File: src/rtl/bcd_seq_converter.sv
// Sequential binary-to-BCD converter (double dabble), one bit per mclk.
// Accepts a sample on en in IDLE and presents packed BCD with a one-cycle rdy pulse.
module bcd_seq_converter #(
  parameter int BIN_W  = 12,
  parameter int DIGITS = 4
) (
  input  logic                  mclk,
  input  logic                  rst_n,
  input  logic                  en,
  input  logic [BIN_W-1:0]      bin_d_in,
  output logic [4*DIGITS-1:0]   bcd_d_out,
  output logic                  rdy,
  output logic                  busy
);

  localparam int BCD_W = 4 * DIGITS;
  localparam int CNT_W = $clog2(BIN_W);
  localparam logic [CNT_W-1:0] LAST_STEP = CNT_W'(BIN_W - 1);

  typedef enum logic {
    IDLE,
    SHIFT
  } state_t;

  state_t             state, state_nxt;
  logic [BIN_W-1:0]   bin_sh, bin_sh_nxt;
  logic [BCD_W-1:0]   scratch, scratch_nxt;
  logic [CNT_W-1:0]   bitcnt, bitcnt_nxt;
  logic [BCD_W-1:0]   bcd_nxt;
  logic               rdy_nxt;
  logic               busy_nxt;
  logic [BCD_W-1:0]   adjusted;

  // Add-3 correction on every digit in parallel, ahead of the shift
  always_comb begin
    adjusted = scratch;
    for (int d = 0; d < DIGITS; d++) begin
      if (scratch[4*d +: 4] >= 4'd5) begin
        adjusted[4*d +: 4] = scratch[4*d +: 4] + 4'd3;
      end
    end
  end

  always_comb begin
    state_nxt   = state;
    bin_sh_nxt  = bin_sh;
    scratch_nxt = scratch;
    bitcnt_nxt  = bitcnt;
    bcd_nxt     = bcd_d_out;
    rdy_nxt     = 1'b0;
    busy_nxt    = busy;
    case (state)
      IDLE: begin
        if (en) begin
          bin_sh_nxt  = bin_d_in;
          scratch_nxt = '0;
          bitcnt_nxt  = '0;
          busy_nxt    = 1'b1;
          state_nxt   = SHIFT;
        end
      end
      SHIFT: begin
        scratch_nxt = {adjusted[BCD_W-2:0], bin_sh[BIN_W-1]};
        bin_sh_nxt  = {bin_sh[BIN_W-2:0], 1'b0};
        bitcnt_nxt  = bitcnt + CNT_W'(1);
        // Final step publishes the freshly shifted value so nothing partial leaks out
        if (bitcnt == LAST_STEP) begin
          bcd_nxt   = {adjusted[BCD_W-2:0], bin_sh[BIN_W-1]};
          rdy_nxt   = 1'b1;
          busy_nxt  = 1'b0;
          state_nxt = IDLE;
        end
      end
      default: begin
        state_nxt = IDLE;
      end
    endcase
  end

  always_ff @(posedge mclk or negedge rst_n) begin
    if (!rst_n) begin
      state     <= IDLE;
      bin_sh    <= '0;
      scratch   <= '0;
      bitcnt    <= '0;
      bcd_d_out <= '0;
      rdy       <= 1'b0;
      busy      <= 1'b0;
    end else begin
      state     <= state_nxt;
      bin_sh    <= bin_sh_nxt;
      scratch   <= scratch_nxt;
      bitcnt    <= bitcnt_nxt;
      bcd_d_out <= bcd_nxt;
      rdy       <= rdy_nxt;
      busy      <= busy_nxt;
    end
  end

endmodule

File: config.mk
export PLATFORM = sky130hd
export DESIGN_NAME = bcd_seq_converter
export DESIGN_NICKNAME = d
export VERILOG_FILES = /design/src/rtl/bcd_seq_converter.sv
export SDC_FILE = /design/constraint.sdc
export NUM_CORES = 1
export LEC_CHECK = 0
export ABC_AREA = 1
export ABC_CLOCK_PERIOD_IN_PS = 1500
export CORE_ASPECT_RATIO = 1.4
export CORE_MARGIN = 3
export CORE_UTILIZATION = 30
export DETAILED_ROUTE_END_ITERATION = 12
export PLACE_DENSITY = 0.54
export SETUP_SLACK_MARGIN = 0.02
export SYNTH_ARGS = -nofsm -noshare
export SYNTH_HDL_FRONTEND = slang
export SYNTH_SLANG_ARGS = --single-unit
export TNS_END_PERCENT = 30
File: constraint.sdc
create_clock -name mclk -period 1.5 [get_ports mclk]
set_clock_uncertainty 0.1 [all_clocks]
set_input_delay 0.3 -clock mclk [delete_from_list [all_inputs] [get_ports mclk]]
set_output_delay 0.3 -clock mclk [all_outputs]
set_load 0.02 [all_outputs]
; After elaboration in Yosys (flattened, before gate mapping)
; Cells that the tools add are included.
[word_totals]
ff_bits = 51
output_inout_bits = 18
word_cells = 40
latchBits = 0
input_bits = 15
mem_bits_rw = 0
n_memories = 0
romBits = 0
[op_classes]
n_mul = 0
n_addsub = 5
bitwise_logic = 1
div = 0
shift = 0
reduce_logical = 2
n_mux = 18
n_eq_ne = 3
order_cmp = 4
[op_table]
columns = cell, count
row1 = $pmux 16 s2, 1
row2 = $pmux 12 s2, 1
row3 = $ge 4x3->1 const B, 4
row4 = $mux 16, 1
row5 = $mux 4, 4
row6 = $add 4x2->4 const B, 3
row7 = $mux 12, 1
row8 = $pmux 4 s2, 1
row9 = $mux 1, 6
row10 = $add 4x1->4 const B, 1
row11 = $eq 4x4->1 const B, 1
row12 = $pmux 1 s2, 2
row13 = $reduce_and 2->1, 2
row14 = $add 3x2->3 const B, 1
row15 = $mux 3, 1
row16 = $ne 2x1->1 const B, 1
row17 = $ne 2x2->1 const B, 1
row18 = $not 1->1, 1

; Logic depth before layout (Yosys ltp)
; Gate-level depths: netlist (run 1).
[logic_depth]
ltp_word = 3
ltp_mapped = 8
ltp_nobuf = 8

; Worst setup path after synthesis (run 1)
; Ideal clock, no wire load.
[synth_path]
path_type = register -> register
startpoint = register scratch[4]
endpoint = register scratch[6]
path_slack_ps = 181
period_less_slack_ps = 1319
n_path_buf = 0
stages_incl_launch_ff = 9
setup_ps = 118
t_arrival_ps = 1101
t_required_ps = 1282
cell_sequence = dfrtp_1 > inv_1 > ha_1 > inv_1 > nand2_1 > nand3_1 > nand2_1 > nand3_1 > nand2_1
[synth_via]
elab_chain_len = 3
elab_cells_between_ends = 4
classes_between = 1 x add/sub / 1 x order compare / 2 x mux
[synth_rtl]
columns = item, line
row1 = from (decl), 27  ; logic [BCD_W-1:0] scratch, scratch_nxt;
row2 = from (signal assigned), 92  ; scratch <= scratch_nxt;
row3 = $add 4x2->4 / $ge 4x3->1 (equally long branches), "39, 38"
row4 = $mux 4 *, 38  ; if (scratch[4*d +: 4] >= 4'd5) begin
row5 = $pmux 16 s2 *, 52  ; case (state)
; Every way passes the cells marked *; elsewhere a longest branch is shown, timed or not.
; A chain may end at the register's enable or synchronous reset.

; Worst setup path after layout (run 1)
[layout_path]
startpoint = register bcd_d_out[0]
endpoint = output port bcd_d_out[0]
[layout_lines]
columns = item, line
row1 = from (decl), 11  ; output logic [4*DIGITS-1:0] bcd_d_out,
row2 = from (signal assigned), 94  ; bcd_d_out <= bcd_nxt;
; No word-level cell between the ends.

==> key figures, run 1 <==
Status
  • Outcome: finished, final reports clean

Worst hold path
  • Hold Crit Start: bcd_d_out[6]
  • Hold Crit Class: flip-flop to flip-flop
  • Hold-critical path depth: 2

STA
  • Count of pins over their slew limit: 0
  • RSZ-0062 raised after global routing: true
  • Minimum clock period: 1.43 ns
  • Fin worst setup slack: 0.0689 ns
  • TNS Setup: 0 ns
  • Hold Slack: 0.381 ns
  • Final setup violation count: 0
  • Tcrit/Tclk final: 0.954
  • Final hold vios: 0
  • Measured slew at the worst slew-check pin: 0.317 ns
  • Rel. slew slack: 0.786
  • Highest Clock Rate: about 700 MHz

Final layout
  • Total Nets Final: 353
  • Commonest non-fill, non-tap cell in the layout: nand2_1
  • Final Cell Area: 3120 um2
  • Share of cells above drive strength 1: 0.167
  • Area Overhead vs Synth: 27.4%
  • Diode count: 0
  • Most frequent cells in the layout: nand2_1, dfrtp_1, inv_1
  • Fillcell total: 830

Logic synthesis
  • Yosys cell types: 24
  • Main combinational cell family by area after synthesis: simple AND/OR/NAND/NOR gates
  • Yosys reg bits: 51
  • Post-Synth XOR/XNOR Area: 0
  • Mux share of post-synthesis cell area: 0
  • Post-synthesis sequential area ratio: 0.520
  • Synthesized area per cell: around 8.8 um2
  • Mapped Nets: roughly 300
  • Synthesis Warnings: 0
  • Simple-Gate Fraction of Synth Area: 0.276
  • Instance count of the mapped netlist: roughly 280
  • Adder-cell share of the synthesized area: 0.0459
  • Post-synthesis compound-gate area fraction: 0.0816
  • Syn Std Cell Area: about 2500 um2

Critical path
  • CP required: 1.10 ns
  • Worst path max stage delay: 0.40 ns
  • FF-to-FF path depth: 7
  • Crit Path Class: flip-flop to output pin
  • Arrival time worst endpoint: slightly above 1 ns
  • CP max FO: 2
  • Slowest CP cell: dfrtp_1
  • CP startpoint: bcd_d_out[0]
  • Crit-path leading delay family: flip-flops
  • Worst r2r src: bitcnt[1]
  • Startpoint Class: flip-flop
  • Critical Path Sink Type: output pin
  • Critical Path Stages: 1
  • Crit path buffers/inverters: 1
  • Critical-path cell list: dlygate4sd2_1

Placement
  • Post-DP Area: a little under 3000 um2
  • DP Worst Slack: about 0.0085 ns
  • PortBufs: 32
  • Final HPWL DP: 3810 um
  • RD Place Congestion: 0.796

Clock network
  • Clock Path Buffers: 2
  • TritonCTS Sinks: a little over 50
  • Clock root buffer: clkbuf_8
  • Num CTS Buffers: 5
  • Clk_lat worst skew: approximately 0.31 ns
  • CTS tree: done
  • CTS HTree Levels: 2
  • Reg clk slew, reported paths: 0.09 ns

Routing
  • Drt first pass iters: 4
  • Routed Antenna Nets: 0
  • Via density: 4.62
  • Routed WL: ~5300 um
  • Detailed-route wire length per cell: 12.3 um
  • Detailed Route Iter0 Violations: 54
  • DR DRC count: 0
  • Vias: 1987

Power and ir drop
  • Max IR drop VDD: 0.000610 V
  • NetSw: 0.00284 W
  • Power per Cell Area: 2070 nW/um2
  • Power share of the clock group: 0.122
  • Comb power frac: 0.509
  • Switch share: 0.438
  • P_leak: 1.53 nW
  • Internal cell power: roughly 0.0036 W
  • Register share of total power: 0.369

Global routing
  • First-pass GRT wire length: about 8900 um
  • Grt ovf: 0
  • Initial antenna violation count: 0
  • GRT Overall Usage: 0.121
  • Maximum number of pins on one net before global-route repair: 27
  • Number of global-route vias before repair: 2008

Die
  • Die H: 113 um
  • I/O Pins: 33
  • Row Count: 38
  • Initial Utilization: 0.313
  • CORE AREA: 7850 um2
  • Die ar.: 9310 um2
  • DIE WIDTH: 82.4 um

Run
  • Max-Cap Viols: 0
worst register-to-register path: cells and delay by family, from the launching register on:
family	cells	cell delay [ns]
AO/OA/AOI/OAI	1	0.06
adder cells (fa/ha/maj)	1	0.21
buffers and inverters	1	0.16
flip-flops	1	0.39
AND/OR/NAND/NOR	4	0.37
path summary, 6_finish.rpt:
path | to | slack [ns]
min in group asynchronous | bcd_d_out[2] | 0.43
max reg2reg | bcd_d_out[3] | 0.10
max | bcd_d_out[0] | 0.07
min reg2reg | bcd_d_out[6] | 0.38
min | bcd_d_out[6] | 0.38
max in group asynchronous | scratch[10] | 0.62
Yosys cell counts:
cell	count	area (um2)
nor2_1	8	30.0
o21ai_1	4	20.0
o211ai_1	6	45.0
inv_1	27	101
nor2_4	1	11.3
a22o_1	1	8.76
dfrtp_1	51	1280
o22ai_1	5	31.3
nand2_1	96	360
o21ai_0	11	55.1
nand3_1	25	125
buf_12	1	20.0
buf_4	1	7.51
clkbuf_1	1	3.75
o221ai_1	4	35.0
inv_2	1	3.75
ha_1	9	113
a21oi_1	1	5.00
buf_6	2	22.5
nand3_2	7	70.1
buf_2	4	20.0
nand2_4	2	22.5
nand4_1	9	56.3
inv_6	1	8.76
per-layer routing:
layer  wire length (um)  track usage  vias to the layer above
met5                  0            0                        -
met4                 85       0.0421                        0
met3                192       0.0239                        8
met2               2770        0.204                       44
met1               2250        0.152                      915
li1                   -            -                     1020
state kept, by name (all words and copies together) (netlist names):
signal     flops
busy           1
rdy            1
bcd_d_out     16
state          1
scratch       16
bitcnt         4
bin_sh        12
cell families (layout without fill, tap and decap cells):
logic type | after synthesis | in the layout
and+or+nand+nor | 148 | 148
DFF | 51 | 51
buffers and inverters | 38 | 90
AOI/OAI and AO/OA | 32 | 32
adders and majority gates | 9 | 9
power groups by stage:
| stage | clock network (W) | registers (W) | logic (W) |
|---|---|---|---|
| final | 0.000791 | 0.00239 | 0.00330 |
| after detailed placement | 0 | 0.00242 | 0.00327 |
| after global placement | 0 | 0.00241 | 0.00321 |
| after CTS | 0.000837 | 0.00239 | 0.00313 |
| after floorplan | 0 | 0.00261 | 0.00194 |
| after global routing | 0.000879 | 0.00248 | 0.00375 |
metrics by stage:
stage               utilization  std cells  total power, W
floorplan                     -        278         0.00455
global placement          0.377        416         0.00562
detailed placement        0.377        416         0.00568
CTS                       0.387        425         0.00635
global route              0.398        430         0.00710
finish                    0.398        430         0.00648
area by class of cell:
class                      instances  area, um2  area share
clock inverter                     3       20.0     0.00641
clock buffer                       5       68.8      0.0220
sequential                        51       1280       0.408
multi-input combinational        189       1040       0.333
tap                              100        125      0.0400
inverter                          29        116      0.0372
timing repair buffer              53        478       0.153
what timing repair did:
| item | in CTS | in global routing |
|---|---|---|
| hold endpoints to repair | 51 | 0 |
| buffers inserted | 0 | 5 |
| gates cloned | 0 | 0 |
| gates resized for setup | 18 | 17 |
| pin swaps | 0 | 4 |
| endpoints found under the setup margin | 18 | 23 |
| hold buffers | 1 | 0 |
No activity file was read; power rests on OpenSTA's default activity.
==> inputs of run 2 (changes only) <==
--- a/config.mk
+++ b/config.mk
@@ -16,4 +16,4 @@
 export SYNTH_ARGS = -nofsm -noshare
 export SYNTH_HDL_FRONTEND = slang
 export SYNTH_SLANG_ARGS = --single-unit
-export TNS_END_PERCENT = 30
+export TNS_END_PERCENT = 20
==> results of run 2 <==
The final DEF is identical to that of run 1; final timing and power are the same.
==> inputs of run 3 (changes only) <==
--- a/config.mk
+++ b/config.mk
@@ -10,6 +10,7 @@
 export CORE_ASPECT_RATIO = 1.4
 export CORE_MARGIN = 3
 export CORE_UTILIZATION = 30
+export CTS_CLUSTER_SIZE = 25
 export DETAILED_ROUTE_END_ITERATION = 12
 export PLACE_DENSITY = 0.54
 export SETUP_SLACK_MARGIN = 0.02
==> results of run 3 <==
The final DEF is identical to that of run 1; final timing and power are the same.
==> patch, RTL diff (settings of run 1) <==
The parameter `DIGITS` goes from 4 to 6.
--- a/src/rtl/bcd_seq_converter.sv
+++ b/src/rtl/bcd_seq_converter.sv
@@ -3,5 +3,5 @@
 module bcd_seq_converter #(
   parameter int BIN_W  = 12,
-  parameter int DIGITS = 4
+  parameter int DIGITS = 6
 ) (
   input  logic                  mclk,
Ports: changed (resized bcd_d_out); port bits go from 33 to 41. The function was not compared with the original's and may differ.
==> patch against run 1 <==
- count of clock-buffer cells in the layout grew 5
- first-iteration DRC count increased by 140%
- wire length up 37%
- clock power is 130% higher
- setup slack worse by 5.4 ps
- design area is 33% higher
- power grew 44%
- non-clock buffer count increased by 8
- sequential cell count grew 16
- synthesized area rose by 30%
- critical path type unchanged
- critical endpoint is now bcd_d_out[1]
==> patch: results (changes against run 1) <==
stage;metric;value;unit;change
pwr;leakage;2.10;nW;+37%
layout;fill cell count;1050;;+27%
global_route;maximum number of pins on one net before global-route repair;68;;+150%
place;Placer Congestion;0.790;;-0.74%
clock_tree;latest clock arrival within the worst-skew pair;330;ps;+20 ps
place;cell total after placement;558;;+34%
pwr;Net Sw Power;3.94;mW;+39%
global_route;total track usage;0.136;;+0.0142
layout;Clock buf/inv share;0.0601;;+0.0317
synthesis;top cells by area in the synthesized netlist;dfrtp_1 52%, nand2_1 16%, nand3_1 7.5%;;
clock_tree;Clock Pin Slew Worst Setup and Hold Paths;50;ps;-40 ps
timing;Relative slew margins;0.753;;-0.0335
clock_tree;H-tree depth reported by CTS;3;;+1
layout;FF+latch count;67;;+31%
layout;layout cell share with drive strength beyond 1;0.136;;-0.0303
synthesis;net count of the mapped netlist;406;;+34%
layout;storage element area;1680;sq um;+31%
synthesis;portion of the post-synthesis area used by sequential elements;0.524;;+0.00405
clock_tree;count of cells resized by post-cts repair;29;;+11
layout;largest registers ranked by flip-flop count;bcd_d_out x24, scratch x24, bin_sh x12;;
place;Post-DP Area;3820;sq um;+29%
layout;post-layout net count;465;;+32%
place;pre-CTS setup slack;2.35;ps;-6.18 ps
layout;number of signal-net inverters in the final layout;37;;+28%
layout;number of multi-input combinational cells;261;;+38%
synthesis;synth unique cells;22;;-8.3%
worst_setup_path;stage delay of the slowest cell on the critical path;380;ps;-20 ps
drt;1st-iter DRT viols;130;;+140%
clock_tree;clock buffer count from CTS;9;;+4
drt;average wire per standard cell;12.6;um;+2.2%
place;count of input and output buffers;40;;+25%
worst_setup_path;category of cells accounting for the largest share of critical-path delay;flip-flops;;
place;DP HPWL;4.92;mm;+29%
clock_tree;post-CTS setup-driven buffer insertion count;0;;unchanged
layout;buffer share of cell area;0.135;;-0.0182
drt;vias;2676;;+35%
global_route;global-route wire length before repair;12.6;mm;+41%
synthesis;Post-Synthesis Cells;378;;+36%
clock_tree;Root Driver;clkbuf_16;;
pwr;maximum resistive drop on vdd;0.937;mV;+54%
pwr;total clock network power;1.81;mW;+130%
layout;count of clock buffers in the final design;10;;+5
layout;Plain + repair buffers;61;;+15%
synthesis;Post-Synthesis Mean Instance Area;8.46;sq um;-4.1%
drt;drt via density;4.63;;+0.19%
layout;number of antenna repair diodes;0;;unchanged
status;result of the run;finished, final reports clean;;
synthesis;top cell types by occurrence after synthesis;133 x nand2_1, 67 x dfrtp_1, 48 x nand3_1;;
pwr;Flop pwr share;0.342;;-0.027
layout;multi-input combinational area share;0.323;;-0.0100
pwr;power of the sequential group;3.19;mW;+33%
==> patch: cell count changes in the layout (fill, tap and decap cells not counted), sizes merged, moves of 3 or more <==
cell                run 1  this run
nand3                  32        48
dfrtp                  51        67
clkbuf                  5        10
inv                    29        37
ha                      9        13
nand4                   9        13
clkinv                  1         4
o21ai                  15        20
nand2                  98       136
dlygate4sd2            18        24
==> patch: logic make-up (layout without fill, tap and decap cells) <==
group	after synthesis	after routing	share of synthesized area
AND/OR/NAND/NOR	208	208	0.276
adder cells (fa/ha/maj)	13	13	0.0509
buffers and inverters	50	112	0.0708
AO/OA/AOI/OAI	40	40	0.0775
flip-flops	67	67	0.524
==> patch: final timing paths <==
kind | from | end | slack [ps] | cells after the start
max in group asynchronous | rst_n | bcd_d_out[21] | 580 | 3
setup reg to reg | scratch[8] | scratch[10] | 70 | 7
hold / removal | bcd_d_out[16] | bcd_d_out[16] | 370 | 2
min in group asynchronous | rst_n | scratch[9] | 410 | 3
setup / recovery | bcd_d_out[1] | bcd_d_out[1] | 60 | 1
hold reg to reg | bcd_d_out[16] | bcd_d_out[16] | 370 | 2
==> patch: stage by stage <==
step | hold WS [ps] | TNS, ps | util
after floorplan | -95.6 | 0 | -
after global placement | 246 | 0 | 0.367
after detailed placement | 250 | 0 | 0.367
after CTS | 376 | 0 | 0.389
after global routing | 404 | -34.7 | 0.398
final | 367 | 0 | 0.398
==> patch: routing by layer <==
metal / track usage / vias to the layer above / part of all wire
li1: - / 1371 / -
met1: 0.157 / 1240 / 0.42
met2: 0.230 / 54 / 0.51
met3: 0.0288 / 11 / 0.040
met4: 0.0768 / 0 / 0.025
met5: 0 / - / 0
